### config.mk
export PLATFORM = sky130hd
export DESIGN_NAME = alu_result_streamer
export DESIGN_NICKNAME = d
export VERILOG_FILES = /design/src/rtl/alu_stream_pkg.sv /design/src/rtl/alu_result_streamer_fifo.sv /design/src/rtl/alu_result_streamer.sv
export SDC_FILE = /design/constraint.sdc
export NUM_CORES = 1
export LEC_CHECK = 0
export BUFFER_PORTS_ARGS = -buffer_cell sky130_fd_sc_hd__buf_2
export CORE_ASPECT_RATIO = 0.9
export CORE_UTILIZATION = 40
export DETAILED_ROUTE_END_ITERATION = 8
export HOLD_SLACK_MARGIN = 0.12
export PLACE_DENSITY_LB_ADDON = 0.1
export SLEW_MARGIN = 10
export SYNTH_ARGS = -nofsm -noshare
export SYNTH_HDL_FRONTEND = slang
export SYNTH_SLANG_ARGS = --single-unit
### constraint.sdc
create_clock -name Clk -period 3.8 [get_ports Clk]
set_input_delay 0.57 -clock Clk [delete_from_list [all_inputs] [get_ports Clk]]
set_output_delay 0.57 -clock Clk [all_outputs]
set_load 0.02 [all_outputs]
### src/rtl/alu_stream_pkg.sv
// Shared types and constants for the ALU result byte streamer.
package alu_stream_pkg;

  typedef enum logic [2:0] {
    ST_IDLE = 3'd0,
    ST_HDR  = 3'd1,
    ST_B3   = 3'd2,
    ST_B2   = 3'd3,
    ST_B1   = 3'd4,
    ST_B0   = 3'd5
  } state_e;

  localparam int FRAME_BYTES = 5;
  localparam int ENTRY_W     = 34;

  localparam logic [5:0] DEFAULT_HDR_TAG = 6'b101001;

  // Byte presented on the stream for a given serializer state.
  // Entry layout is {balance, equality, result[31:0]}.
  function automatic logic [7:0] frame_byte(input state_e             st,
                                            input logic [ENTRY_W-1:0] e,
                                            input logic [5:0]         tag);
    logic [7:0] b;
    b = 8'h00;
    case (st)
      ST_HDR:  b = {tag, e[33], e[32]};
      ST_B3:   b = e[31:24];
      ST_B2:   b = e[23:16];
      ST_B1:   b = e[15:8];
      ST_B0:   b = e[7:0];
      default: b = 8'h00;
    endcase
    return b;
  endfunction

endpackage

### src/rtl/alu_result_streamer_fifo.sv
// Small synchronous FIFO holding captured ALU result entries.
// Full/empty come from the occupancy count; pointers wrap naturally.
module result_fifo #(
  parameter int DEPTH = 4,
  parameter int W     = 34
) (
  input  logic                         clk,
  input  logic                         rst_n,
  input  logic                         flush,
  input  logic                         push,
  input  logic                         pop,
  input  logic [W-1:0]                 din,
  output logic [W-1:0]                 dout,
  output logic [$clog2(DEPTH+1)-1:0]   count,
  output logic [$clog2(DEPTH+1)-1:0]   count_nxt,
  output logic                         full,
  output logic                         empty
);

  localparam int AW = $clog2(DEPTH);
  localparam int CW = $clog2(DEPTH+1);

  logic [W-1:0]  mem_q [DEPTH];
  logic [AW-1:0] wr_ptr_q, wr_ptr_d;
  logic [AW-1:0] rd_ptr_q, rd_ptr_d;
  logic [CW-1:0] count_q, count_d;
  logic          do_push, do_pop;

  assign full    = (count_q == CW'(DEPTH));
  assign empty   = (count_q == '0);
  assign do_push = push && !full && !flush;
  assign do_pop  = pop && !empty && !flush;

  // Next pointer/occupancy; flush wins over any push or pop.
  always_comb begin
    wr_ptr_d = wr_ptr_q;
    rd_ptr_d = rd_ptr_q;
    count_d  = count_q;
    if (flush) begin
      wr_ptr_d = '0;
      rd_ptr_d = '0;
      count_d  = '0;
    end else begin
      if (do_push) wr_ptr_d = wr_ptr_q + 1'b1;
      if (do_pop)  rd_ptr_d = rd_ptr_q + 1'b1;
      if (do_push && !do_pop)      count_d = count_q + 1'b1;
      else if (!do_push && do_pop) count_d = count_q - 1'b1;
    end
  end

  // Pointer and occupancy registers.
  always_ff @(posedge clk or negedge rst_n) begin
    if (!rst_n) begin
      wr_ptr_q <= '0;
      rd_ptr_q <= '0;
      count_q  <= '0;
    end else begin
      wr_ptr_q <= wr_ptr_d;
      rd_ptr_q <= rd_ptr_d;
      count_q  <= count_d;
    end
  end

  // Entry storage; contents are only meaningful below the count.
  always_ff @(posedge clk) begin
    if (do_push) mem_q[wr_ptr_q] <= din;
  end

  assign dout      = mem_q[rd_ptr_q];
  assign count     = count_q;
  assign count_nxt = count_d;

endmodule

### src/rtl/alu_result_streamer.sv
// Captures ALU results with their flags, queues them and streams each
// one out as a 5-byte frame: header {tag, balance, equality}, then the
// 32-bit result MSB first.
import alu_stream_pkg::*;

module alu_result_streamer #(
  parameter int         DEPTH   = 4,
  parameter logic [5:0] HDR_TAG = DEFAULT_HDR_TAG
) (
  input  logic                        Clk,
  input  logic                        reset,
  input  logic                        flush,
  input  logic                        in_valid,
  output logic                        in_ready,
  input  logic [31:0]                 output_num,
  input  logic                        balanceBit,
  input  logic                        equalityBit,
  output logic                        byte_valid,
  input  logic                        byte_ready,
  output logic [7:0]                  byte_data,
  output logic                        byte_last,
  output logic [$clog2(DEPTH+1)-1:0]  count
);

  localparam int CW = $clog2(DEPTH+1);

  state_e               state_q, state_d;
  logic [ENTRY_W-1:0]   frame_q, frame_d;
  logic                 in_ready_q, in_ready_d;
  logic                 byte_valid_q, byte_valid_d;
  logic [7:0]           byte_data_q, byte_data_d;
  logic                 byte_last_q, byte_last_d;

  logic                 push, pop;
  logic [ENTRY_W-1:0]   fifo_dout;
  logic [CW-1:0]        fifo_count, fifo_count_nxt;
  logic                 fifo_full, fifo_empty;

  assign push = in_valid && in_ready_q && !fifo_full && !flush;

  result_fifo #(
    .DEPTH (DEPTH),
    .W     (ENTRY_W)
  ) u_fifo (
    .clk       (Clk),
    .rst_n     (reset),
    .flush     (flush),
    .push      (push),
    .pop       (pop),
    .din       ({balanceBit, equalityBit, output_num}),
    .dout      (fifo_dout),
    .count     (fifo_count),
    .count_nxt (fifo_count_nxt),
    .full      (fifo_full),
    .empty     (fifo_empty)
  );

  // State, frame and registered outputs.
  always_ff @(posedge Clk or negedge reset) begin
    if (!reset) begin
      state_q      <= ST_IDLE;
      frame_q      <= '0;
      in_ready_q   <= 1'b0;
      byte_valid_q <= 1'b0;
      byte_data_q  <= 8'h00;
      byte_last_q  <= 1'b0;
    end else begin
      state_q      <= state_d;
      frame_q      <= frame_d;
      in_ready_q   <= in_ready_d;
      byte_valid_q <= byte_valid_d;
      byte_data_q  <= byte_data_d;
      byte_last_q  <= byte_last_d;
    end
  end

  // Serializer next state; pops from IDLE or straight out of B0 so
  // back-to-back frames leave no bubble.
  always_comb begin
    state_d = state_q;
    pop     = 1'b0;
    if (flush) begin
      state_d = ST_IDLE;
    end else begin
      case (state_q)
        ST_IDLE: if (!fifo_empty) begin
          pop     = 1'b1;
          state_d = ST_HDR;
        end
        ST_HDR: if (byte_ready) state_d = ST_B3;
        ST_B3:  if (byte_ready) state_d = ST_B2;
        ST_B2:  if (byte_ready) state_d = ST_B1;
        ST_B1:  if (byte_ready) state_d = ST_B0;
        ST_B0: if (byte_ready) begin
          if (!fifo_empty) begin
            pop     = 1'b1;
            state_d = ST_HDR;
          end else begin
            state_d = ST_IDLE;
          end
        end
        default: state_d = ST_IDLE;
      endcase
    end
  end

  // Output next values derived from the upcoming state and frame, so the
  // registered byte stays put whenever the state does not move.
  always_comb begin
    frame_d      = pop ? fifo_dout : frame_q;
    byte_valid_d = (state_d != ST_IDLE);
    byte_data_d  = frame_byte(state_d, frame_d, HDR_TAG);
    byte_last_d  = (state_d == ST_B0);
    in_ready_d   = (fifo_count_nxt != CW'(DEPTH));
  end

  assign in_ready   = in_ready_q;
  assign byte_valid = byte_valid_q;
  assign byte_data  = byte_data_q;
  assign byte_last  = byte_last_q;
  assign count      = fifo_count;

endmodule
# Yosys cells after proc, flatten, opt, wreduce, memory -nomap -nowiden
# Memory sizes are Yosys's and may differ from the RTL's.
# Index checks and enable logic that the tools add are counted.
[word_totals] out_inout_bits=14 register_bits=55 in_bits=39 memories=1 ram_bits=136
[mem_list] name="u_fifo.mem_q" words=4 word_bits=34 rd=1 rd_clocked_by_memory_dff=0 wr=1 line="alu_result_streamer_fifo.sv:23" source="logic [W-1:0] mem_q [DEPTH];"
[op_classes] reduce_logical=19 add_sub_neg=4 muxes=24 n_eq_ne=12
[ops] cell="$pmux W8 S5" count=1
[ops] cell="$mux W34" count=1
[ops] cell="$mux W3" count=10
[ops] cell="$pmux W3 S6" count=1
[ops] cell="$eq A3 B3 Y1 const B" count=5
[ops] cell="$eq A3 B2 Y1 const B" count=4
[ops] cell="$logic_and A1 B1 Y1" count=9
[ops] cell="$mux W2" count=4
[ops] cell="$eq A3 B1 Y1 const B" count=2
[ops] cell="$logic_not A3 Y1" count=2
[ops] cell="$mux W1" count=6
[ops] cell="$logic_not A1 Y1" count=5
[ops] cell="$add A2 B1 Y2 const B" count=2
[ops] cell="$reduce_bool A2 Y1" count=2
[ops] cell="$add A3 B1 Y3 const B" count=1
[ops] cell="$ne A3 B3 Y1 const B" count=1
[ops] cell="$reduce_bool A3 Y1" count=1
[ops] cell="$sub A3 B1 Y3 const B" count=1
[ops] cell="$pmux W1 S2" count=1

# Logic depth before layout (Yosys ltp)
# Gate-level depths: netlist of run 1.
[logic_depth] depth_word=12 mapped_depth=9 mapped_depth_nobuf=7

# Cells and area by module
# A second synthesis of run 1 with hierarchy kept.
[unflattened] hier_cells=405 hier_area_um2=7729.9
[modules_own_cells] module="result_fifo" area_per_inst_um2=5555.3 instances=1 cells_each=232
[modules_own_cells] module="alu_result_streamer" area_per_inst_um2=2174.6 instances=1 cells_each=173

# Worst setup path after synthesis of run 1
# OpenSTA, ideal clock, no wires.
[synth_timing] path_kind="register to register" startpoint="register u_fifo.count_q[1], in the netlist u_fifo.count[1]" endpoint="memory u_fifo.mem_q[0][0], enable pin" t_arrival_ns=3.657 slack_ns=-0.331 path_stages_with_launch=6 required_time_ns=3.325 path_buffers=0 cell_sequence="dfrtp_1 inv_1 ha_1 nand2_1 nand3_1 nor3b_1"
[synth_via] elab_chain_len=8
[synth_lines] element="start, declared" line="alu_result_streamer_fifo.sv:26" source="logic [CW-1:0] count_q, count_d;"
[synth_lines] element="start signal, assigned" line="alu_result_streamer_fifo.sv:60" source="count_q <= count_d;"
[synth_lines] element="$eq A3 B3 Y1 *" line="alu_result_streamer_fifo.sv:29" source="assign full = (count_q == CW'(DEPTH));"
[synth_lines] element="$logic_not A1 Y1 *" line="alu_result_streamer_fifo.sv:31, alu_result_streamer.sv:39"
[synth_lines] element="$logic_and A1 B1 Y1 (2 in series)" line="alu_result_streamer.sv:39" source="assign push = in_valid && in_ready_q && !fifo_full && !flush;"
[synth_lines] element="$logic_and A1 B1 Y1 * (2 in series)" line="alu_result_streamer_fifo.sv:31" source="assign do_push = push && !full && !flush;"
[synth_lines] element="$mux W1 *" line="alu_result_streamer_fifo.sv:66" source="if (do_push) mem_q[wr_ptr_q] <= din;"
[synth_lines] element="$mux W1 (implied by the code) *" line="alu_result_streamer_fifo.sv:66"
[synth_lines] element="end, declared" line="alu_result_streamer_fifo.sv:23"
# Every way passes the cells marked *; elsewhere a longest branch is shown, timed or not.

# Final worst setup path of run 1
[layout_timing] startpoint="register state_q[1]" endpoint="register byte_data_q[5], in the netlist byte_data[5]"
[layout_via] elab_chain_len=5 word_cells_on_any_way=23
[layout_lines] element="start, declared" line="alu_result_streamer.sv:27" source="state_e state_q, state_d;"
[layout_lines] element="start signal, assigned" line="alu_result_streamer.sv:68" source="state_q <= state_d;"
[layout_lines] element="$eq A3 B3 Y1 / $logic_not A3 Y1 (equally long branches)" line="alu_result_streamer.sv:85" source="case (state_q)"
[layout_lines] element="$pmux W1 S2 *" line="alu_result_streamer.sv:85"
[layout_lines] element="$mux W1 *" line="alu_result_streamer.sv:82" source="if (flush) begin"
[layout_lines] element="$mux W34 *" line="alu_result_streamer.sv:110" source="frame_d = pop ? fifo_dout : frame_q;"
[layout_lines] element="named net frame_d[21]" line="alu_result_streamer.sv:28" source="logic [ENTRY_W-1:0] frame_q, frame_d;"
[layout_lines] element="$pmux W8 S5 *" line="alu_stream_pkg.sv:25" source="case (st)"
[layout_lines] element="named net byte_data_d[5]" line="alu_result_streamer.sv:31" source="logic [7:0] byte_data_q, byte_data_d;"
[layout_lines] element="end signal, assigned" line="alu_result_streamer.sv:72" source="byte_data_q <= byte_data_d;"
[layout_lines] element="end, declared" line="alu_result_streamer.sv:31"
# Mark *: on every way through the listed nets, which the timed path passes. The rest lies on a longest branch.
# A chain may end at the register's enable or synchronous reset.

==> metrics.md, run 1 <==
| Metric | Value |
|---|---|
| DIE WIDTH | 148 µm |
| DP Area | slightly above 0.008 mm² |
| P per Cell Area | approximately 730 mW/mm² |
| Layout Area Growth over Synthesis | 14.7% |
| CP Max Fanout | 24 |
| Grt ovf | 0 |
| Largest net degree at the start of global routing | 35 |
| Sequential Power Share | ~44% |
| Post-CTS Setup Inserts | 0 |
| DP HPWL | 9040 µm |
| Max Cap Viol | 0 |
| Cts-stage hold buffer count | 0 |
| Die Area | ~0.020 mm² |
| Slew Viols, Final | 0 |
| HP Class | in -> async |
| CP arrival | 3.01 ns |
| Crit path buf inv count | 1 |
| Rel. slew slack | approximately 37% |
| Post-CTS resize count | 0 |
| Drt first pass iters | 5 |
| Vias in the first global route | around 4000 |
| Cells after synthesis | 402 |
| Syn Std Cell Area | 0.00770 mm² |
| Syn Nets | 448 |
| Max incr delay on CP | 0.61 ns |
| Fillers | about 1600 |
| Root Driver | clkbuf_16 |
| Worst path slowest cell | dfrtp_1 |
| Count of different cell masters after synthesis | 56 |
| CP required | 4.10 ns |
| Startpoint types | register |
| Initial core utilization | 41.3% |
| Routability cong. | 0.774 |
| Setup WS post-layout | ~1.1 ns |
| Final instance area | just under 0.009 mm² |
| Core footprint | 0.0186 mm² |
| Clk_skew | 0.00813 ns |
| Antenna Nets Post-Route | 0 |
| Skew-Pair Late Insertion Delay | between 0.4 and 0.5 ns |
| Worst-Margin Slew | 0.945 ns |
| Layout cells sized above 1 | 35.5% |
| Synth async-reset ratio | 28.8% |
| CP Capture Type | register |
| Syn Area/Cell | 19.1 µm² |
| TritonCTS buffer count | 17 |
| First-pass GRT wire length | 23100 µm |
| Total GRT Usage | 16.1% |
| DR vias | between 3000 and 4000 |
| CTS max path bufs | 2 |
| Nets | just over 500 |
| CP Cell Sequence | or2_1 > nor4_4 > buf_4 > mux2_2 > and3_1 > or3_1 |
| Peak supply drop | 0.434 mV |
| Clock sinks | 191 |
| Initial antenna violation count | 0 |
| DR iter-0 viols | between 200 and 250 |
| Status | finished, final reports clean |
| Post-synthesis sequential area ratio | 70.9% |
| I/O Buffers | 52 |
| Routed vias/inst | 5.13 |
| Hold slack | between 0.1 and 0.15 ns |
| Switching Share | roughly 28% |
| H-tree depth | 4 |
| EDFF count, synth | 136 |
| Lkg Pwr | 3.22 nW |
| Combinational power share | between 20% and 30% |
| Period utilization | 71.3% |
| Syn. warnings | 0 |
| Die extent in y | 134 µm |
| Total Wirelength | 14400 µm |
| Pint | 4.65 mW |
| Top_reg_cell synth | edfxtp_1 |
| Post-route minimum period | 2.71 ns |
| Maximum clock rate | 369 MHz |
| # setup viols final | 0 |
| # rows | 47 |
| Hold Fails Final Rpt | 0 |
| I/O pin count | between 50 and 60 |
| Wire per inst | about 20 µm |
| Part of the power in the clock network | 29.8% |
| Antenna Cells | 0 |
| Post-synthesis register bit count | 191 |
| Drt drc | 0 |
| Kind of critical path | reg -> reg |
| Final setup TNS | 0 ns |
| Worst slack at placement | 0.961 ns |
| TritonCTS clock tree | yes |
| Reg clk slew, reported paths | 0.07 ns |
| Sw Pwr | 1.83 mW |
| Top delay family on crit path | simple AND/OR/NAND/NOR gates |
| Design Power | 6.48 mW |
| RSZ-0062 raised after global routing | no |
## path summary, 6_finish.rpt
path / startpoint / endpoint / cells past startpoint / slack (ns)
hold reg to reg: frame_q[24] / frame_q[24] / 2 / 0.48
setup / recovery: state_q[1] / byte_data[5] / 6 / 1.09
setup reg to reg: state_q[1] / byte_data[5] / 6 / 1.09
min in group Clk: output_num[27] / u_fifo.mem_q[3][27] / 1 / 0.35
max in group asynchronous: reset / frame_q[3] / 2 / 2.82
hold / removal: reset / in_ready / 1 / 0.14
## layer usage
metal  share of wire (%)  vias to the layer above  GRT usage, %  routed length (µm)
li1                    -                     1697             -                   -
met1                  49                     1952          22.9                7000
met2                  47                       54          24.6                6850
met3                 3.0                       11          3.84                 426
met4                 1.0                        0          4.64                 151
met5                   0                        -             0                   0
## cells in the final DEF, fill, tap and decap left out, types with 3 or more instances in the layout
| cell type | synthesis | routed |
|---|---|---|
| a22oi_1 | 5 | 5 |
| bufinv_16 | 0 | 5 |
| o2bb2ai_1 | 3 | 3 |
| xnor2_1 | 5 | 5 |
| inv_1 | 11 | 11 |
| mux2i_1 | 9 | 9 |
| and3_1 | 5 | 5 |
| nand3_1 | 5 | 5 |
| a21oi_1 | 5 | 5 |
| nand2_1 | 13 | 13 |
| and2b_2 | 3 | 3 |
| ha_1 | 7 | 7 |
| buf_4 | 1 | 10 |
| mux2_2 | 22 | 22 |
| dfrtp_1 | 55 | 54 |
| inv_6 | 0 | 3 |
| or3_1 | 4 | 4 |
| nor3b_2 | 0 | 4 |
| buf_2 | 2 | 52 |
| mux2_4 | 6 | 6 |
| clkbuf_16 | 0 | 17 |
| edfxtp_1 | 136 | 136 |
| mux4_2 | 33 | 33 |
| nor2_1 | 12 | 12 |
| nor3_1 | 4 | 4 |
## power groups by stage
stage | sequential, mW | clock [mW] | combinational, mW
after CTS | 2.85 | 1.98 | 1.74
after detailed placement | 2.89 | 0 | 1.73
final | 2.84 | 1.93 | 1.71
after floorplan | 2.86 | 0 | 1.33
after global placement | 2.88 | 0 | 1.71
after global routing | 2.89 | 2.06 | 1.88
## final cells by class
type	instances	area [µm²]	area share, %
sequential	191	5460	61.8
multi-input combinational	182	2020	22.9
clock buffer	19	433	4.90
timing repair buffer	63	355	4.02
tap	245	307	3.47
clock inverter	13	209	2.37
inverter	11	41.3	0.468
## flip-flops by register name, summed over array words and instances (netlist names)
register / count
byte_last: 1
in_ready: 1
u_fifo.wr_ptr_q: 2
byte_valid: 1
frame_q: 34
u_fifo.count: 3
byte_data: 8
state_q: 3
u_fifo.rd_ptr_q: 2
u_fifo.mem_q: 136
## through the flow
stage               utilization [%]  cells
floorplan                         -    402
global placement               43.9    692
detailed placement             43.9    692
CTS                            47.4    724
global route                   47.4    724
finish                         47.4    724
## kinds of logic after synthesis
group	count (synthesis)	share of synthesized area, %
flops	191	70.9
buf+inv	29	3.02
xor+xnor	8	1.09
fa+ha+maj	8	1.27
compound gates	27	2.73
simple gates	68	5.40
mux	71	15.6
## synth_stat cells (3+ instances only)
library cell	number	share of area, %
a21oi_1	5	0.33
a22oi_1	5	0.49
and2b_2	3	0.34
and3_1	5	0.41
buf_6	6	0.88
clkbuf_8	4	0.72
dfrtp_1	55	18
edfxtp_1	136	53
ha_1	7	1.1
inv_1	11	0.54
mux2_2	22	3.2
mux2_4	6	1.2
mux2i_1	9	1.2
mux4_2	33	9.7
nand2_1	13	0.63
nand3_1	5	0.33
nor2_1	12	0.59
nor3_1	4	0.26
nor3b_1	4	0.39
o2bb2ai_1	3	0.34
or3_1	4	0.33
xnor2_1	5	0.57
Power figures use the tool's default switching activity.
==> run 2: changes to the inputs <==
clock period = 2.5 ns   (was 3.8 ns; I/O delays follow)
==> run 2 against run 1 <==
  * First-iteration DRC count down 8.9%
  * Clock skew up 0.0011 ns
  * Hold slack better by 0.017 ns
  * Register-to-register slack worse by 0.95 ns
  * Clock power up 42%
  * Largest power group unchanged
  * Cell count up 3.7%
  * Routed wire length up 5.6%
  * Global-route usage up 0.70 points
  * Critical path type unchanged
==> metrics.md, run 2 (same netlist as run 1, synthesis figures left out) <==
| Metric | Value |
|---|---|
| DP HPWL | 9580 µm (was 9040 µm) |
| Layout cells sized above 1 | 40.5% (was 35.5%) |
| P per Cell Area | 1100 mW/mm² (was 734 mW/mm²) |
| HP Class | in -> reg (was in -> async) |
| Clock sinks | 191 (unchanged) |
| Period utilization | 94.4% (was 71.3%) |
| Status | finished, final reports clean (unchanged) |
| Die extent in y | 134 µm (unchanged) |
| CTS max path bufs | 2 (unchanged) |
| Vias in the first global route | 4130 (was 3961) |
| Core footprint | 0.0186 mm² (unchanged) |
| CP required | 2.80 ns (was 4.10 ns) |
| Peak supply drop | 0.536 mV (was 0.434 mV) |
| # setup viols final | 0 (unchanged) |
| Core Util, Final | 49.0% (was 47.4%) |
| Commonest non-fill, non-tap cell in the layout | edfxtp_1 (unchanged) |
| Part of the power in the clock network | 27.3% (was 29.8%) |
| Max Cap Viol | 0 (unchanged) |
| Initial antenna violation count | 0 (unchanged) |
| Fillers | 1558 (was 1580) |
| CP Max Fanout | 7 (was 24) |
| Maximum clock rate | 424 MHz (was 369 MHz) |
| Hold Fails Final Rpt | 0 (unchanged) |
| I/O pin count | 53 (unchanged) |
| Sw Pwr | 2.95 mW (was 1.83 mW) |
| RSZ-0062 raised after global routing | no (unchanged) |
| Commonest non-fill, non-tap cells in the layout | edfxtp_1, dfrtp_1, buf_2, mux4_2, buf_4 (was edfxtp_1, dfrtp_1, buf_2, mux4_2, mux2_2) |
| Slew Viols, Final | 0 (unchanged) |
| First-pass GRT wire length | 24000 µm (was 23100 µm) |
| Final setup TNS | 0 ns (unchanged) |
| Total GRT Usage | 16.8% (was 16.1%) |
| Lkg Pwr | 3.40 nW (was 3.22 nW) |
| Antenna Cells | 0 (unchanged) |
| Rel. slew slack | 39.2% (was 36.5%) |
| TritonCTS clock tree | yes (unchanged) |
| CP Capture Type | register (unchanged) |
| Largest Register | u_fifo.mem_q (unchanged) |
| Max FFs per register | 136 (unchanged) |
| Worst-Margin Slew | 0.911 ns (was 0.945 ns) |
| Die Area | 0.0198 mm² (unchanged) |
| DIE WIDTH | 148 µm (unchanged) |
| Sequential Power Share | 42.1% (was 43.9%) |
| CP arrival | 2.66 ns (was 3.01 ns) |
| Combinational power share | 30.6% (was 26.3%) |
| DR iter-0 viols | 204 (was 224) |
| Pint | 7.09 mW (was 4.65 mW) |
| Root Driver | clkbuf_16 (unchanged) |
| Largest net degree at the start of global routing | 37 (was 35) |
| I/O Buffers | 52 (unchanged) |
| Design Power | 10.0 mW (was 6.48 mW) |
| Hold slack | 0.159 ns (was 0.142 ns) |
| TritonCTS buffer count | 17 (unchanged) |
| Layout Area Growth over Synthesis | 18.7% (was 14.7%) |
| Drt first pass iters | 4 (was 5) |
| Wire per inst | 20.3 µm (was 19.9 µm) |
| Nets | 539 (was 512) |
| Total Wirelength | 15200 µm (was 14400 µm) |
| Post-route minimum period | 2.36 ns (was 2.71 ns) |
| Routability cong. | 0.782 (was 0.774) |
| Antenna Nets Post-Route | 0 (unchanged) |
| Grt ovf | 0 (unchanged) |
| Drt drc | 0 (unchanged) |
| Routed vias/inst | 5.17 (was 5.13) |
| Startpoint types | register (unchanged) |
| H-tree depth | 4 (unchanged) |
| Skew-Pair Late Insertion Delay | 0.43 ns (about the same) |
| Initial core utilization | 41.3% (unchanged) |
| Switching Share | 29.4% (was 28.3%) |
| DR vias | 3881 (was 3714) |
| Clk_skew | 0.00928 ns (was 0.00813 ns) |
| Reg clk slew, reported paths | 0.07 ns (about the same) |
| Kind of critical path | reg -> reg (unchanged) |
| # rows | 47 (unchanged) |
==> run 2: power groups by stage <==
| stage | logic, mW | clock network [mW] | registers, mW |
|---|---|---|---|
| 6_report | 3.07 | 2.74 | 4.23 |
| 5_1_grt | 3.35 | 2.94 | 4.30 |
| 4_1_cts | 3.04 | 2.81 | 4.24 |
| 3_5_place_dp | 3.02 | 0 | 4.31 |
| 3_3_place_gp | 2.99 | 0 | 4.29 |
| 2_1_floorplan | 2.06 | 0 | 4.33 |
==> run 2: stage by stage <==
stage	area, µm²	setup WS [ns]	cells
after floorplan	7750	0.0143	402
after global placement	8480	0.00979	713
after detailed placement	8480	-0.0129	713
after CTS	9090	0.0275	746
after global routing	9140	0.0102	751
final	9140	0.140	751
==> run 2: what timing repair did <==
action,in CTS,in global routing
setup buffers,0,4
hold endpoints to repair,34,0
hold buffers,1,0
pin swaps,0,1
endpoints found under the setup margin,1,5
gates cloned,0,1
gates resized for setup,1,3
==> run 2: cell type report <==
class                   count  area, µm²  area share, %
clock buffers              17        425           4.65
repair buffers             90        664           7.27
well taps                 245        307           3.35
flip-flops and latches    191       5460           59.8
inverters                  11       41.3          0.452
clock inverters            15        174           1.90
multi-input cells         182       2060           22.6
==> run 2: final timing paths <==
check | cells past startpoint | slack, ns | end | startpoint
min in group asynchronous | 2 | 0.62 | byte_data[2] | reset
worst min register to register | 2 | 0.50 | frame_q[24] | frame_q[24]
max in group asynchronous | 3 | 1.08 | frame_q[16] | reset
worst max-delay path | 8 | 0.14 | byte_data[1] | u_fifo.count[1]
worst max register to register | 8 | 0.14 | byte_data[1] | u_fifo.count[1]
worst min-delay path | 1 | 0.16 | u_fifo.mem_q[1][17] | output_num[17]
==> run 2: critical path, stage by stage, from the launching register on <==
cell      delay [ns]
dfrtp_2         0.39
inv_2           0.06
ha_2            0.19
and2b_2         0.23
nor4_4          0.20
clkbuf_4        0.27
mux2_2          0.36
and3_1          0.20
or3b_1          0.35
==> run 2: routing by layer <==
layer  global-route usage (%)  wire, µm  vias to the layer above  part of all wire (%)
met5                        0         0                        -                     0
met4                     6.01       276                        0                   1.8
met3                     4.01       518                       17                   3.4
met2                     25.5      7100                       62                    47
met1                     23.5      7330                     2040                    48
li1                         -         -                     1762                     -
